File: src/rtl/lsu_pkg.sv
// rtl/lsu_pkg.sv - shared types and codes for the load/store bridge
package lsu_pkg;

    typedef enum logic [1:0] {
        IDLE  = 2'd0,
        ISSUE = 2'd1,
        WAIT  = 2'd2,
        DONE  = 2'd3
    } lsu_state_t;

    localparam logic [1:0] ERR_OK       = 2'b00;
    localparam logic [1:0] ERR_MISALIGN = 2'b01;
    localparam logic [1:0] ERR_TIMEOUT  = 2'b10;
    localparam logic [1:0] ERR_ILLEGAL  = 2'b11;

    localparam logic [2:0] F3_B  = 3'b000;
    localparam logic [2:0] F3_H  = 3'b001;
    localparam logic [2:0] F3_W  = 3'b010;
    localparam logic [2:0] F3_BU = 3'b100;
    localparam logic [2:0] F3_HU = 3'b101;

endpackage

File: src/rtl/lsu_lane_fmt.sv
// rtl/lsu_lane_fmt.sv - byte-lane formatting and legality checks for sub-word accesses
module lsu_lane_fmt
    import lsu_pkg::*;
(
    input  logic        we,
    input  logic [2:0]  funct3,
    input  logic [1:0]  addr,
    input  logic [31:0] wdata,
    input  logic [31:0] rdata,
    output logic [3:0]  be,
    output logic [31:0] store_data,
    output logic [31:0] load_data,
    output logic        misaligned,
    output logic        illegal
);

    logic [7:0]  byte_sel;
    logic [15:0] half_sel;

    assign byte_sel = rdata[{addr, 3'b000} +: 8];
    assign half_sel = rdata[{addr[1], 4'b0000} +: 16];

    always_comb begin
        be         = '0;
        store_data = '0;
        load_data  = '0;
        misaligned = 1'b0;
        illegal    = 1'b0;
        // Unsigned variants share the size encoding in funct3[1:0], so byte enables come from it
        case (funct3[1:0])
            2'b00:   be = 4'b0001 << addr;
            2'b01:   be = 4'b0011 << {addr[1], 1'b0};
            default: be = 4'b1111;
        endcase
        if (we) begin
            case (funct3)
                F3_B: store_data = {4{wdata[7:0]}};
                F3_H: begin
                    store_data = {2{wdata[15:0]}};
                    misaligned = addr[0];
                end
                F3_W: begin
                    store_data = wdata;
                    misaligned = |addr;
                end
                default: illegal = 1'b1;
            endcase
        end else begin
            case (funct3)
                F3_B:  load_data = {{24{byte_sel[7]}}, byte_sel};
                F3_BU: load_data = {24'd0, byte_sel};
                F3_H: begin
                    load_data  = {{16{half_sel[15]}}, half_sel};
                    misaligned = addr[0];
                end
                F3_HU: begin
                    load_data  = {16'd0, half_sel};
                    misaligned = addr[0];
                end
                F3_W: begin
                    load_data  = rdata;
                    misaligned = |addr;
                end
                default: illegal = 1'b1;
            endcase
        end
    end

endmodule

File: src/rtl/lsu_bridge.sv
// rtl/lsu_bridge.sv - core load/store port to request/grant/response data memory bridge
module lsu_bridge
    import lsu_pkg::*;
#(
    parameter int TIMEOUT = 255
) (
    input  logic        clk,
    input  logic        reset,
    input  logic        req_valid,
    input  logic        req_we,
    input  logic [2:0]  req_funct3,
    input  logic [31:0] req_addr,
    input  logic [31:0] req_wdata,
    output logic        stall,
    output logic        rsp_valid,
    output logic [31:0] rsp_rdata,
    output logic [1:0]  rsp_err,
    output logic        mem_req,
    output logic        mem_we,
    output logic [31:0] mem_addr,
    output logic [3:0]  mem_be,
    output logic [31:0] mem_wdata,
    input  logic        mem_gnt,
    input  logic        mem_rvalid,
    input  logic [31:0] mem_rdata
);

    localparam int CW = (TIMEOUT > 2) ? $clog2(TIMEOUT) : 1;
    localparam logic [CW-1:0] CNT_LAST = CW'(TIMEOUT - 1);

    lsu_state_t state_q, state_d;
    logic [CW-1:0] cnt_q;
    logic          timeout_hit;
    logic          we_q;
    logic [2:0]    funct3_q;
    logic [31:0]   addr_q;
    logic [3:0]    be_q;
    logic [31:0]   wdata_q;
    logic [31:0]   rdata_q;
    logic [1:0]    err_q;

    logic          fmt_we;
    logic [2:0]    fmt_funct3;
    logic [1:0]    fmt_addr;
    logic [3:0]    fmt_be;
    logic [31:0]   fmt_store;
    logic [31:0]   fmt_load;
    logic          fmt_misaligned;
    logic          fmt_illegal;

    // The formatter sees the live request in IDLE and the latched one afterwards
    assign fmt_we     = (state_q == IDLE) ? req_we           : we_q;
    assign fmt_funct3 = (state_q == IDLE) ? req_funct3       : funct3_q;
    assign fmt_addr   = (state_q == IDLE) ? req_addr[1:0]    : addr_q[1:0];

    lsu_lane_fmt u_lane_fmt (
        .we         (fmt_we),
        .funct3     (fmt_funct3),
        .addr       (fmt_addr),
        .wdata      (req_wdata),
        .rdata      (mem_rdata),
        .be         (fmt_be),
        .store_data (fmt_store),
        .load_data  (fmt_load),
        .misaligned (fmt_misaligned),
        .illegal    (fmt_illegal)
    );

    assign timeout_hit = (cnt_q == CNT_LAST);

    always_ff @(posedge clk or posedge reset) begin
        if (reset) state_q <= IDLE;
        else       state_q <= state_d;
    end

    always_comb begin
        state_d = state_q;
        case (state_q)
            IDLE: if (req_valid) state_d = (fmt_misaligned || fmt_illegal) ? DONE : ISSUE;
            // A grant on the final counted cycle cannot complete in time, so the timeout wins
            ISSUE: begin
                if (timeout_hit)  state_d = DONE;
                else if (mem_gnt) state_d = WAIT;
            end
            WAIT: if (mem_rvalid || timeout_hit) state_d = DONE;
            DONE: state_d = IDLE;
            default: state_d = IDLE;
        endcase
    end

    always_ff @(posedge clk or posedge reset) begin
        if (reset) begin
            cnt_q    <= '0;
            we_q     <= 1'b0;
            funct3_q <= '0;
            addr_q   <= '0;
            be_q     <= '0;
            wdata_q  <= '0;
            rdata_q  <= '0;
            err_q    <= ERR_OK;
        end else begin
            case (state_q)
                IDLE: if (req_valid) begin
                    we_q     <= req_we;
                    funct3_q <= req_funct3;
                    addr_q   <= req_addr;
                    be_q     <= fmt_be;
                    wdata_q  <= req_we ? fmt_store : 32'd0;
                    cnt_q    <= '0;
                    rdata_q  <= '0;
                    err_q    <= fmt_illegal    ? ERR_ILLEGAL  :
                                fmt_misaligned ? ERR_MISALIGN : ERR_OK;
                end
                ISSUE: begin
                    cnt_q <= cnt_q + 1'b1;
                    if (timeout_hit) err_q <= ERR_TIMEOUT;
                end
                WAIT: begin
                    cnt_q <= cnt_q + 1'b1;
                    if (mem_rvalid)       rdata_q <= we_q ? 32'd0 : fmt_load;
                    else if (timeout_hit) err_q   <= ERR_TIMEOUT;
                end
                default: ;
            endcase
        end
    end

    assign stall     = !reset && (((state_q == IDLE) && req_valid) ||
                                  (state_q == ISSUE) || (state_q == WAIT));
    assign rsp_valid = (state_q == DONE);
    assign rsp_rdata = rdata_q;
    assign rsp_err   = err_q;
    assign mem_req   = (state_q == ISSUE);
    assign mem_we    = we_q;
    assign mem_addr  = {addr_q[31:2], 2'b00};
    assign mem_be    = be_q;
    assign mem_wdata = wdata_q;

endmodule

File: config.mk
export PLATFORM = sky130hd
export DESIGN_NAME = lsu_bridge
export DESIGN_NICKNAME = d
export VERILOG_FILES = /design/src/rtl/lsu_pkg.sv /design/src/rtl/lsu_lane_fmt.sv /design/src/rtl/lsu_bridge.sv
export SDC_FILE = /design/constraint.sdc
export NUM_CORES = 1
export LEC_CHECK = 0
export ABC_AREA = 1
export ABC_CLOCK_PERIOD_IN_PS = 4600
export BUFFER_PORTS_ARGS = -buffer_cell sky130_fd_sc_hd__buf_2
export CORE_ASPECT_RATIO = 1.1
export CORE_MARGIN = 2
export CORE_UTILIZATION = 42
export CTS_BUF_LIST = sky130_fd_sc_hd__clkbuf_2 sky130_fd_sc_hd__clkbuf_4 sky130_fd_sc_hd__clkbuf_8
export CTS_CLUSTER_DIAMETER = 30
export DETAILED_ROUTE_END_ITERATION = 10
export PLACE_DENSITY = 0.7
export SETUP_SLACK_MARGIN = 0.05
export SLEW_MARGIN = 20
export SYNTH_ARGS = -nofsm -noshare
export SYNTH_HDL_FRONTEND = slang
export SYNTH_SLANG_ARGS = --single-unit
File: constraint.sdc
create_clock -name clk -period 4.6 [get_ports clk]
set_clock_uncertainty 0.1 [all_clocks]
set_input_delay 0.92 -clock clk [delete_from_list [all_inputs] [get_ports clk]]
set_output_delay 0.92 -clock clk [all_outputs]
set_load 0.005 [all_outputs]
# Yosys cells after proc, flatten, opt, wreduce, memory -nomap -nowiden

Index checks and enable logic that the tools add are counted.

Bits in latches: 0
RAM bits: 0
Input bits: 105
Output and inout bits: 106
Word-level logic and storage cells: 84
Memory bits (read-only): 0
Flip-flop bits (word level): 116
Memories kept: 0

Bitwise operators: 0
Reduce and logical (&&, ||, !) cells: 23
Add/subtract/negate cells: 1
Div/mod/pow operators: 0
Muxes and demuxes: 33
Equal/unequal tests: 14
Shifts and indexed selects: 4
Order comparisons: 0
Multipliers: 0

Operator list:

| kind                  | count |
|---|---|
| $mux W32              | 6 |
| $pmux W32 S5          | 1 |
| $pmux W32 S3          | 1 |
| $pmux W32 S2          | 1 |
| $shiftx A32 B6 Y16    | 1 |
| $shiftx A32 B6 Y8     | 1 |
| $mux W2               | 10 |
| $pmux W8 S2           | 1 |
| $reduce_and A3 Y1     | 3 |
| $add A8 B1 Y8 const B | 1 |
| $eq A8 B8 Y1 const B  | 1 |
| $mux W8               | 1 |
| $ne A2 B2 Y1 const B  | 4 |
| $pmux W2 S4           | 1 |
| $pmux W4 S2           | 1 |
| $eq A3 B3 Y1 const B  | 2 |
| $mux W1               | 6 |
| $pmux W2 S3           | 1 |
| $reduce_or A2 Y1      | 3 |
| $reduce_or A5 Y1      | 1 |
| $eq A2 B1 Y1 const B  | 2 |
| $eq A2 B2 Y1 const B  | 2 |
| $logic_not A2 Y1      | 2 |
| $logic_or A1 B1 Y1    | 4 |
| 14 further kinds      | 18 |

# Logic depth before layout (Yosys ltp)

Gate-level depths: netlist of the first run.

Depth in word-level cells: 10
Depth in mapped cells: 15
Depth with buffers taken out: 12

# Cells and area by module

A second synthesis of the first run with hierarchy kept.

Cells, all modules: 987
Area, all modules: 6825.3 um2

By module, submodules not included:

| module       | cells each | instances | sequential area each (um2) | area each (um2) |
|---|---|---|---|---|
| lsu_bridge   | 608        | 1         | 2902.8                     | 5112.4 |
| lsu_lane_fmt | 379        | 1         | 0.0                        | 1712.9 |

# Worst setup path after synthesis of the first run

No wires, ideal clock.

Path kind: input to output
Start: input port req_valid
End: output port stall
Stages: 3
Path buffers: 1
Data arrival time: 1.377 ns
Data required time: 3.580 ns
Setup slack: 2.203 ns
Cell sequence: nand2_4 > clkbuf_1 > a31oi_1

Word-level cells in the longest chain between the ends: 4

Ends and longest elaborated chain:

| item                | line              | text |
|---|---|---|
| start, declared     | lsu_bridge.sv:9   | `input logic req_valid,` |
| $logic_and A1 B1 Y1 | lsu_bridge.sv:128 | `assign stall = !reset && (((state_q == IDLE) && req_valid) \|\|` |
| $logic_or A1 B1 Y1  | lsu_bridge.sv:128 |  |
| $logic_or A1 B1 Y1  | lsu_bridge.sv:129 | `(state_q == ISSUE) \|\| (state_q == WAIT));` |
| $logic_and A1 B1 Y1 | lsu_bridge.sv:128 |  |
| end, declared       | lsu_bridge.sv:14  | `output logic stall,` |

Every way passes these cells.

# Final worst setup path of the first run

Start: register state_q[0]
End: output port stall

Word-level cells in the longest chain between the ends: 5
Elaborated cells between the ends (all ways): 7
Those cells by class: eq/ne: 2; reduce/logical: 5

Ends and longest elaborated chain:

| item                    | line              | text |
|---|---|---|
| start, declared         | lsu_bridge.sv:31  | `lsu_state_t state_q, state_d;` |
| start signal, assigned  | lsu_bridge.sv:73  | `else state_q <= state_d;` |
| $logic_not A2 Y1        | lsu_bridge.sv:128 |  |
| $logic_and A1 B1 Y1     | lsu_bridge.sv:128 |  |
| $logic_or A1 B1 Y1      | lsu_bridge.sv:128 |  |
| $logic_or A1 B1 Y1 (*)  | lsu_bridge.sv:129 |  |
| $logic_and A1 B1 Y1 (*) | lsu_bridge.sv:128 |  |

Every way passes the cells marked *; elsewhere a longest branch is shown, timed or not.

==> results of run 1 <==
## sequential cells by signal, summed over array words and instances (netlist names)
signal,flops
addr_q,32
cnt_q,8
funct3_q,3
mem_be,4
mem_wdata,32
mem_we,1
rsp_err,2
rsp_rdata,32
state_q,2
## per-stage QoR
| stage | std cells | area (sq um) | setup slack, ps | hold WS, ps | power [mW] |
|---|---|---|---|---|---|
| final | 1244 | 7769 | 1320 | 375.9 | 5.353 |
| after global routing | 1243 | 7766 | 1097 | 394.4 | 5.819 |
| after CTS | 1243 | 7766 | 1263 | 379.3 | 5.395 |
| after detailed placement | 1211 | 7328 | 1566 | 360.5 | 4.334 |
| after global placement | 1211 | 7328 | 1706 | 356.0 | 4.295 |
| after floorplan | 868 | 6471 | 507.6 | 350.0 | 3.724 |
## worst max-delay path, stage by stage, from the launching register on
cell	delay, ps
sky130_fd_sc_hd__dfrtp_1	410
sky130_fd_sc_hd__inv_1	110
sky130_fd_sc_hd__ha_1	570
sky130_fd_sc_hd__nand2_4	350
sky130_fd_sc_hd__a31oi_1	240
sky130_fd_sc_hd__buf_2	140
## layer usage
layer	share of wire [%]	wire length [microns]	GRT usage (%)
met3	8.1	1439	5.527
met4	2.5	445	9.068
met2	48	8619	35.56
met5	0	0	0
met1	41	7330	27.83
## Yosys cell counts (2+ instances only)
cell type	count	area, sq um
sky130_fd_sc_hd__a21oi_1	29	145.1
sky130_fd_sc_hd__a31oi_1	2	12.51
sky130_fd_sc_hd__buf_2	6	30.03
sky130_fd_sc_hd__buf_4	36	270.3
sky130_fd_sc_hd__buf_6	11	123.9
sky130_fd_sc_hd__clkbuf_1	14	52.55
sky130_fd_sc_hd__dfrtp_1	116	2903
sky130_fd_sc_hd__ha_1	6	75.07
sky130_fd_sc_hd__inv_1	66	247.7
sky130_fd_sc_hd__nand2_1	394	1479
sky130_fd_sc_hd__nand2_2	10	62.56
sky130_fd_sc_hd__nand2_4	4	45.04
sky130_fd_sc_hd__nand3_1	48	240.2
sky130_fd_sc_hd__nand3b_1	4	30.03
sky130_fd_sc_hd__nor2_1	37	138.9
sky130_fd_sc_hd__nor2_2	3	18.77
sky130_fd_sc_hd__nor2_4	2	22.52
sky130_fd_sc_hd__nor2_8	2	40.04
sky130_fd_sc_hd__nor3_1	9	45.04
sky130_fd_sc_hd__nor3b_1	2	15.01
sky130_fd_sc_hd__o21ai_0	27	135.1
sky130_fd_sc_hd__o21ai_1	2	10.01
sky130_fd_sc_hd__o21ai_2	20	175.2
sky130_fd_sc_hd__o21ai_4	2	32.53
sky130_fd_sc_hd__o22ai_1	2	12.51
sky130_fd_sc_hd__or2_2	3	18.77
## final timing paths
check / start / end / cells after the start
worst min-delay path: rsp_rdata[18] / rsp_rdata[18] / 2
max in group asynchronous: reset / mem_wdata[29] / 3
worst max-delay path: state_q[0] / stall / 5
worst min register to register: rsp_rdata[18] / rsp_rdata[18] / 2
min in group asynchronous: reset / cnt_q[5] / 2
worst max register to register: state_q[0] / mem_wdata[30] / 9
## logic make-up (layout without fill, tap and decap cells)
family                   count (synthesis)  count (layout)  synth area share [%]
flip-flops                             116             116                 44.88
adder cells (fa/ha/maj)                  6               6                 1.161
AND/OR/NAND/NOR                        522             522                 33.95
AO/OA/AOI/OAI                           86              86                 8.532
buffers and inverters                  136             315                 11.41
other                                    1               3               0.05798
## power by group through the flow
| stage | Clock (mW) | Combinational, mW | Sequential, mW |
|---|---|---|---|
| after CTS | 1.06 | 2.70 | 1.63 |
| after detailed placement | 0 | 2.70 | 1.63 |
| after global placement | 0 | 2.66 | 1.64 |
| after floorplan | 0 | 2.11 | 1.62 |
| after global routing | 1.10 | 3.04 | 1.67 |
| final | 1.04 | 2.68 | 1.63 |
## layout make-up
| type | instances | area [sq um] | area share, % |
|---|---|---|---|
| diodes | 1 | 2.502 | 0.03221 |
| clock buffers | 19 | 255.2 | 3.286 |
| clock inverters | 13 | 182.7 | 2.351 |
| inverters | 69 | 264.0 | 3.398 |
| multi-input cells | 616 | 2830 | 36.43 |
| flip-flops and latches | 116 | 2903 | 37.37 |
| well taps | 196 | 245.2 | 3.157 |
| repair buffers | 214 | 1086 | 13.98 |
## cell usage in the layout (no fill, tap or decap), types with 3 or more instances in the layout
| master | netlist | routed |
|---|---|---|
| sky130_fd_sc_hd__nor2_1 | 37 | 37 |
| sky130_fd_sc_hd__nand2_4 | 4 | 4 |
| sky130_fd_sc_hd__nand3b_1 | 4 | 4 |
| sky130_fd_sc_hd__dfrtp_1 | 116 | 116 |
| sky130_fd_sc_hd__nand3_1 | 48 | 48 |
| sky130_fd_sc_hd__nand2_1 | 394 | 394 |
| sky130_fd_sc_hd__ha_1 | 6 | 6 |
| sky130_fd_sc_hd__or2_2 | 3 | 3 |
| sky130_fd_sc_hd__buf_4 | 36 | 6 |
| sky130_fd_sc_hd__buf_2 | 6 | 208 |
| sky130_fd_sc_hd__clkinv_2 | 0 | 4 |
| sky130_fd_sc_hd__nor2_2 | 3 | 3 |
| sky130_fd_sc_hd__bufinv_16 | 0 | 4 |
| sky130_fd_sc_hd__nand2_2 | 10 | 10 |
| sky130_fd_sc_hd__clkinv_4 | 0 | 4 |
| sky130_fd_sc_hd__nor3_1 | 9 | 9 |
| sky130_fd_sc_hd__clkbuf_8 | 0 | 18 |
| sky130_fd_sc_hd__o21ai_2 | 20 | 20 |
| sky130_fd_sc_hd__o21ai_0 | 27 | 27 |
| sky130_fd_sc_hd__a21oi_1 | 29 | 29 |
| sky130_fd_sc_hd__inv_1 | 66 | 65 |
==> impl_metrics.py, run 1 <==
metrics = {
    "routing": {
        "per_cell_routed_wire_length_microns": 14.34,
        "route.vias.total": 6055,
        "ant_nets": 0,
        "drtIter0Drc": 532,
        "iteration_count_of_the_initial_detailed_routing_pass": 5,
        "route.detailed.drc": 0,
        "avgViaCountPerCell": 4.867,
        "totalWireLength_mm": 17.84,
    },
    "pwr": {
        "comb_power_share_pct": 50.1,
        "vdd.ir_drop.worst_mv": 0.2719,
        "power.share.switching_pct": 45.06,
        "p_leak_nw": 4.608,
        "clock_power_share_pct": 19.5,
        "power.share.sequential_pct": 30.5,
        "power_switching_mw": 2.412,
        "cellInternalPower_mw": 2.941,
        "power_density_nw_per_um2": 689.0,
    },
    "cts": {
        "htree_levels": 4,
        "cts_made_buffers": 17,
        "cts-root-to-sink-buffers": 2,
        "clkLatencyLatePin_ps": 440,
        "count_of_clock_tree_sinks": 116,
        "cts_tree": "built",
        "clk_root_buffer_cell": "sky130_fd_sc_hd__clkbuf_8",
        "gates_resized_cts_repair": 0,
        "post_cts_buffers": 0,
        "clkSlewWorstSetupHoldPaths_ps": 70,
        "cts-hold-fix-buffers": 0,
    },
    "setup_path": {
        "critical_path_peak_fanout": 30,
        "critPathRequiredTime_ps": 3580,
        "start_kind": "flip-flop",
        "critical_path_class": "reg2out",
        "worst-r2r-setup-slack_ps": 1570,
        "worst_setup_path_end_kind": "output pin",
        "arrival_ps": 2260,
    },
    "floorplanning": {
        "ioPinCount": 211,
        "core-area_sq_um": 15050,
        "placement_rows": 47,
        "dieWidth_microns": 122.3,
        "die_area_sq_um": 16410,
        "die_h_microns": 134.2,
        "initial_core_utilization_pct": 42.96,
    },
    "timing": {
        "worst-slew-pin-transition_ps": 847.9,
        "maxSlewViolCount": 0,
        "setup_total_negative_slack_ps": 0,
        "layout_min_cycle_time_ps": 3280,
        "slew_headroom_pct": 43.26,
        "final-hold-violation-count": 0,
        "finalCritPeriodShare_pct": 71.31,
        "finalSetupViolCount": 0,
        "setup_repair_after_global_routing_missed_its_margin": "no",
        "max_freq_mhz": 304.9,
    },
    "logic_synthesis": {
        "count_of_flip_flops_with_a_built_in_enable_after_synthesis": 0,
        "ys.warnings.count": 0,
        "synth_sequential_area_ratio_pct": 44.88,
        "async_flop_share_pct": 100.0,
        "ys.flop_type": "sky130_fd_sc_hd__dfrtp_1",
        "syn_area_per_cell_sq_um": 7.460,
        "netlist_instances": 867,
        "yosysUniqueCellTypes": 36,
        "synth_seq_cells": 116,
        "syn_area_sq_um": 6467,
    },
    "final_layout": {
        "area_growth_syn_to_layout_pct": 20.12,
        "finish.net_count": 1145,
        "layout-drive-gt1-share_pct": 28.46,
        "final_util_pct": 51.60,
        "fillerInstances": 1556,
    },
    "global_route": {
        "global_route.usage.total_pct": 21.93,
        "vias_in_the_first_global_route": 5754,
        "antenna_violations_before_repair": 0,
        "grt_first_pass_wirelength_mm": 28.15,
        "grt-ovfl-total": 0,
        "grt_start_max_net_pins": 65,
    },
    "placement": {
        "detailed_place_hpwl_mm": 13.10,
        "weighted_congestion_reported_at_the_end_of_routability_driven_placement": 0.8832,
        "io_buffer_count": 208,
    },
    "run_status": {
        "run_status": "finished clean",
    },
    "worst_hold_path": {
        "worstHoldPathType": "reg2reg",
    },
    "flow_run": {
        "count_of_max_cap_constraint_violations": 0,
    },
}
(Power assumes the default switching activity.)
==> inputs of run 2 (changes only) <==
ABC_CLOCK_PERIOD_IN_PS = 2900   (was 4600)
PLACE_DENSITY = 0.73   (was 0.7)
clock period = 2.9 ns   (was 4.6 ns; I/O delays follow)
==> run 2 against run 1 <==
  * Via count increased by 0.31%
  * Flip-flop and latch count unchanged
  * First-iteration DRC count increased by 16%
  * Critical path type unchanged
  * Sequential share of layout area decreased by 0.17 points
  * Global-route usage increased by 0.21 points
  * Design area increased by 0.47%
  * Worst setup slack got worse by 1000 ps
==> impl_metrics.py, run 2 (synthesis gave the netlist of run 1 again) <==
metrics = {
    "routing": {
        "iteration_count_of_the_initial_detailed_routing_pass": 5,
        "route.vias.total": 6074,
        "avgViaCountPerCell": 4.859,
        "per_cell_routed_wire_length_microns": 14.16,
        "ant_nets": 0,
        "drtIter0Drc": 618,
        "route.detailed.drc": 0,
        "totalWireLength_mm": 17.70,
    },
    "floorplanning": {
        "placement_rows": 47,
        "ioPinCount": 211,
        "dieWidth_microns": 122.3,
        "initial_core_utilization_pct": 42.96,
        "die_area_sq_um": 16410,
        "core-area_sq_um": 15050,
        "die_h_microns": 134.2,
    },
    "final_layout": {
        "most_common_cell_after_layout_fill_and_taps_aside": "sky130_fd_sc_hd__nand2_1",
        "final_util_pct": 51.85,
        "area_of_the_multi_input_gates_sq_um": 2833,
        "finish.net_count": 1151,
        "fillerInstances": 1528,
        "layout_common_cells": "sky130_fd_sc_hd__nand2_1, sky130_fd_sc_hd__buf_2, sky130_fd_sc_hd__dfrtp_1, sky130_fd_sc_hd__inv_1, sky130_fd_sc_hd__nand3_1",
        "layout-drive-gt1-share_pct": 28.96,
        "seqCellArea_sq_um": 2903,
        "area_growth_syn_to_layout_pct": 20.68,
    },
    "global_route": {
        "global_route.usage.total_pct": 22.14,
        "vias_in_the_first_global_route": 5728,
        "grt_start_max_net_pins": 117,
        "grt-ovfl-total": 0,
        "antenna_violations_before_repair": 2,
        "grt_first_pass_wirelength_mm": 28.30,
    },
    "timing": {
        "layout_min_cycle_time_ps": 2630,
        "finalCritPeriodShare_pct": 90.68,
        "slew_headroom_pct": 45.72,
        "setup_slack_ps": 270.3,
        "setup_repair_after_global_routing_missed_its_margin": "no",
        "max_freq_mhz": 380.3,
        "maxSlewViolCount": 0,
        "worst-slew-pin-transition_ps": 812.2,
        "finalSetupViolCount": 0,
        "hold-worst-slack_ps": 164.4,
        "final-hold-violation-count": 0,
        "setup_total_negative_slack_ps": 0,
    },
    "setup_path": {
        "worst_setup_path_end_kind": "output pin",
        "critical_path_class": "reg2out",
        "critPathRequiredTime_ps": 2220,
        "arrival_ps": 1950,
        "critical_path_peak_fanout": 23,
        "start_kind": "flip-flop",
    },
    "cts": {
        "count_of_clock_tree_sinks": 116,
        "clkSlewWorstSetupHoldPaths_ps": 70,
        "cts-root-to-sink-buffers": 2,
        "cts_tree": "built",
        "cts-hold-fix-buffers": 0,
        "htree_levels": 4,
        "cts_made_buffers": 17,
        "clkLatencyLatePin_ps": 450,
        "clk_root_buffer_cell": "sky130_fd_sc_hd__clkbuf_8",
    },
    "pwr": {
        "power.share.sequential_pct": 30.5,
        "cellInternalPower_mw": 4.576,
        "vdd.ir_drop.worst_mv": 0.5274,
        "design_power_total_mw": 8.460,
        "power.share.switching_pct": 45.91,
        "power_switching_mw": 3.884,
        "comb_power_share_pct": 51.4,
        "p_leak_nw": 4.623,
        "power_density_nw_per_um2": 1084,
        "clock_power_share_pct": 18.0,
    },
    "flow_run": {
        "count_of_max_cap_constraint_violations": 0,
    },
    "placement": {
        "detailed_place_hpwl_mm": 12.87,
        "detailedPlace.worstSlack_ps": 190.0,
        "weighted_congestion_reported_at_the_end_of_routability_driven_placement": 0.9415,
        "io_buffer_count": 208,
    },
    "worst_hold_path": {
        "worstHoldPathType": "in2async",
    },
    "run_status": {
        "run_status": "finished clean",
    },
}
==> run 2: changes by cell type in the layout (fill, tap and decap cells not counted) <==
cell,previous run,this run
sky130_fd_sc_hd__inv_4,2,1
sky130_fd_sc_hd__clkinvlp_4,1,2
sky130_fd_sc_hd__inv_6,0,4
sky130_fd_sc_hd__ha_1,6,5
sky130_fd_sc_hd__buf_4,6,10
sky130_fd_sc_hd__ha_2,0,1
sky130_fd_sc_hd__clkbuf_4,1,0
sky130_fd_sc_hd__clkinv_2,4,3
sky130_fd_sc_hd__buf_12,0,2
sky130_fd_sc_hd__bufinv_16,4,2
==> run 2: area by class of cell <==
class                           count  share of cell area [%]
Sequential cell                   116                   37.19
Multi-Input combinational cell    616                   36.29
Timing Repair Buffer              220                   14.81
Inverter                           69                   3.399
Clock buffer                       18                   3.174
Tap cell                          196                   3.142
Clock inverter                     14                   1.956
Antenna cell                        1                 0.03206
==> run 2: path summary, 6_finish.rpt <==
path | start | to | slack [ps] | cells past startpoint
setup reg to reg | state_q[0] | mem_wdata[24] | 380 | 10
setup / recovery | state_q[0] | stall | 270 | 5
hold / removal | reset | rsp_rdata[15] | 160 | 3
min in group clk | req_addr[4] | addr_q[4] | 210 | 3
max in group asynchronous | reset | rsp_rdata[25] | 1980 | 3
hold reg to reg | rsp_rdata[23] | rsp_rdata[23] | 380 | 2
==> run 2: critical path: stages (launching register included) <==
cell,delay [ps]
sky130_fd_sc_hd__dfrtp_1,410
sky130_fd_sc_hd__inv_1,120
sky130_fd_sc_hd__ha_2,400
sky130_fd_sc_hd__nand2_4,240
sky130_fd_sc_hd__a31oi_1,180
sky130_fd_sc_hd__buf_2,140
==> run 2: what timing repair did <==
| item | 4_1_cts | 5_1_grt |
|---|---|---|
| buffers inserted | 0 | 0 |
| resized for setup | 1 | 0 |
| setup endpoints to repair | 1 | 0 |
==> run 2: routing by layer <==
layer | vias up | track usage, % | share of wire [%]
li1 | 2998 | - | -
met5 | - | 0 | 0.073
met2 | 249 | 35.65 | 49
met4 | 2 | 9.387 | 2.6
met3 | 40 | 6.463 | 7.7
met1 | 2785 | 27.64 | 41
==> run 2: stage by stage <==
step / area, sq um / cells
after floorplan: 6475 / 868
after global placement: 7400 / 1217
after detailed placement: 7400 / 1217
after CTS: 7802 / 1249
after global routing: 7805 / 1250
final: 7805 / 1250
==> run 2: power groups by stage <==
| stage | registers [mW] | logic (mW) | clock network [mW] |
|---|---|---|---|
| 2_1_floorplan | 2.56 | 3.35 | 0 |
| 3_3_place_gp | 2.60 | 4.30 | 0 |
| 6_report | 2.58 | 4.35 | 1.53 |
| 5_1_grt | 2.65 | 4.96 | 1.63 |
| 3_5_place_dp | 2.59 | 4.38 | 0 |
| 4_1_cts | 2.58 | 4.39 | 1.56 |
==> inputs of run 3 (changes only) <==
ABC_CLOCK_PERIOD_IN_PS = 3300   (was 2900)
PLACE_DENSITY = 0.7   (was 0.73)
clock period = 3.3 ns   (was 2.9 ns; I/O delays follow)
==> run 3 against run 2 <==
  * Sequential power fell by 12%
  * Cell count did not move
  * Critical path depth did not move
  * Via count rose by 0.48%
  * Largest cell class unchanged
==> impl_metrics.py, run 3 (synthesis gave the netlist of run 1 again) <==
metrics = {
    "run_status": {
        "run_status": "finished clean",
    },
    "timing": {
        "layout_min_cycle_time_ps": 2941,
        "max_freq_mhz": 340.0,
        "finalCritPeriodShare_pct": 89.13,
        "finalSetupViolCount": 0,
        "setup_repair_after_global_routing_missed_its_margin": "no",
        "setup_total_negative_slack_ps": 0,
        "worst-slew-pin-transition_ps": 603.7,
        "maxSlewViolCount": 0,
        "final-hold-violation-count": 0,
        "slew_headroom_pct": 59.75,
    },
    "global_route": {
        "antenna_violations_before_repair": 3,
        "grt-ovfl-total": 0,
        "grt_first_pass_wirelength_mm": 28.58,
        "global_route.usage.total_pct": 22.33,
        "grt_start_max_net_pins": 59,
        "vias_in_the_first_global_route": 5967,
    },
    "setup_path": {
        "cp_top_family": "adder cells",
        "critical_path_peak_fanout": 24,
        "critPathRequiredTime_ps": 2540,
        "worst-r2r-setup-slack_ps": 420,
        "timing.critical_path.buf_inv": 2,
        "start_kind": "flip-flop",
        "crit_path_max_incr_delay_ps": 550,
        "crit_slowest_cell": "sky130_fd_sc_hd__ha_1",
        "arrival_ps": 2180,
        "critical_path_class": "reg2out",
        "worst_setup_path_end_kind": "output pin",
        "crit_path_cell_trace": "inv_1 -> ha_1 -> nand2_4 -> a31oi_1 -> buf_2",
    },
    "cts": {
        "cts-root-to-sink-buffers": 2,
        "cts_tree": "built",
        "clkLatencyLatePin_ps": 440,
        "clk_root_buffer_cell": "sky130_fd_sc_hd__clkbuf_8",
        "cts_made_buffers": 17,
        "gates_resized_cts_repair": 0,
        "htree_levels": 4,
        "clkSlewWorstSetupHoldPaths_ps": 80,
        "post_cts_buffers": 0,
        "cts-hold-fix-buffers": 0,
        "count_of_clock_tree_sinks": 116,
    },
    "pwr": {
        "vdd.ir_drop.worst_mv": 0.4373,
        "power_density_nw_per_um2": 944.8,
        "clock_power_share_pct": 18.3,
        "power.share.switching_pct": 46.21,
        "design_power_total_mw": 7.368,
        "comb_power_share_pct": 51.0,
        "p_leak_nw": 4.607,
        "power.share.sequential_pct": 30.7,
        "cellInternalPower_mw": 3.963,
        "power_switching_mw": 3.405,
    },
    "final_layout": {
        "final_util_pct": 51.80,
        "layout_common_cells": "sky130_fd_sc_hd__nand2_1, sky130_fd_sc_hd__buf_2, sky130_fd_sc_hd__dfrtp_1, sky130_fd_sc_hd__inv_1, sky130_fd_sc_hd__nand3_1",
        "area_growth_syn_to_layout_pct": 20.58,
        "fillerInstances": 1530,
        "stdcell_area_sq_um": 7799,
        "most_common_cell_after_layout_fill_and_taps_aside": "sky130_fd_sc_hd__nand2_1",
        "finish.net_count": 1149,
        "layout-drive-gt1-share_pct": 28.73,
    },
    "floorplanning": {
        "die_h_microns": 134.2,
        "ioPinCount": 211,
        "placement_rows": 47,
        "initial_core_utilization_pct": 42.96,
        "dieWidth_microns": 122.3,
        "core-area_sq_um": 15050,
        "die_area_sq_um": 16410,
    },
    "routing": {
        "route.vias.total": 6103,
        "m1WireLength_mm": 7.366,
        "met3RoutedLength_mm": 1.296,
        "iteration_count_of_the_initial_detailed_routing_pass": 5,
        "highest_layer": "met4",
        "totalWireLength_mm": 17.57,
        "avgViaCountPerCell": 4.882,
        "met2_length_mm": 8.402,
        "drtIter0Drc": 393,
        "per_cell_routed_wire_length_microns": 14.06,
        "route.detailed.drc": 0,
        "ant_nets": 0,
    },
    "placement": {
        "weighted_congestion_reported_at_the_end_of_routability_driven_placement": 0.9079,
        "detailed_place.area_sq_um": 7385,
        "io_buffer_count": 208,
        "detailed_place_hpwl_mm": 13.15,
    },
    "worst_hold_path": {
        "worstHoldPathType": "in2async",
    },
    "flow_run": {
        "count_of_max_cap_constraint_violations": 0,
    },
}
[run 3: area by class of cell]
class	instances	area (sq um)	area share (%)
clock inverters	15	172.7	2.214
inverters	69	265.3	3.401
flip-flops and latches	116	2903	37.22
clock buffers	17	234.0	3.000
repair buffers	218	1141	14.63
well taps	196	245.2	3.145
diodes	3	7.507	0.09626
multi-input cells	616	2830	36.29
[run 3: metal layers]
layer,track usage [%],vias up
li1,-,3008
met1,27.47,2822
met2,36.36,238
met3,5.995,35
met4,10.41,0
met5,0,-
[run 3: path summary, 6_finish.rpt]
check / startpoint / end / depth (start not counted)
max: state_q[0] / stall / 5
min: reset / rsp_err[0] / 2
max reg2reg: state_q[0] / mem_wdata[18] / 10
min reg2reg: addr_q[20] / addr_q[20] / 2
max in group asynchronous: reset / addr_q[10] / 3
min in group clk: req_addr[6] / addr_q[6] / 3
[run 3: stage by stage]
| stage | setup WS [ps] | hold slack, ps | cells |
|---|---|---|---|
| after CTS | 286.5 | 126.8 | 1247 |
| after global routing | 170.9 | 154.7 | 1248 |
| final | 358.6 | 145.0 | 1250 |
| after floorplan | 1127 | 350.0 | 868 |
| after detailed placement | 417.2 | 360.7 | 1215 |
| after global placement | 523.9 | 359.0 | 1215 |
[run 3: worst reg2reg max path, delay by kind of cell, from the launching register on]
family                     cells  cell delay, ps
AOI/OAI and AO/OA              3             670
and+or+nand+nor                3             570
adders and majority gates      1             550
DFF                            1             410
buffers and inverters          3             480
[run 3: power by group through the flow]
| stage | logic [mW] | clock network (mW) | registers [mW] |
|---|---|---|---|
| global route | 4.31 | 1.45 | 2.32 |
| floorplan | 2.94 | 0 | 2.25 |
| CTS | 3.80 | 1.39 | 2.26 |
| detailed placement | 3.79 | 0 | 2.27 |
| finish | 3.76 | 1.35 | 2.26 |
| global placement | 3.73 | 0 | 2.27 |
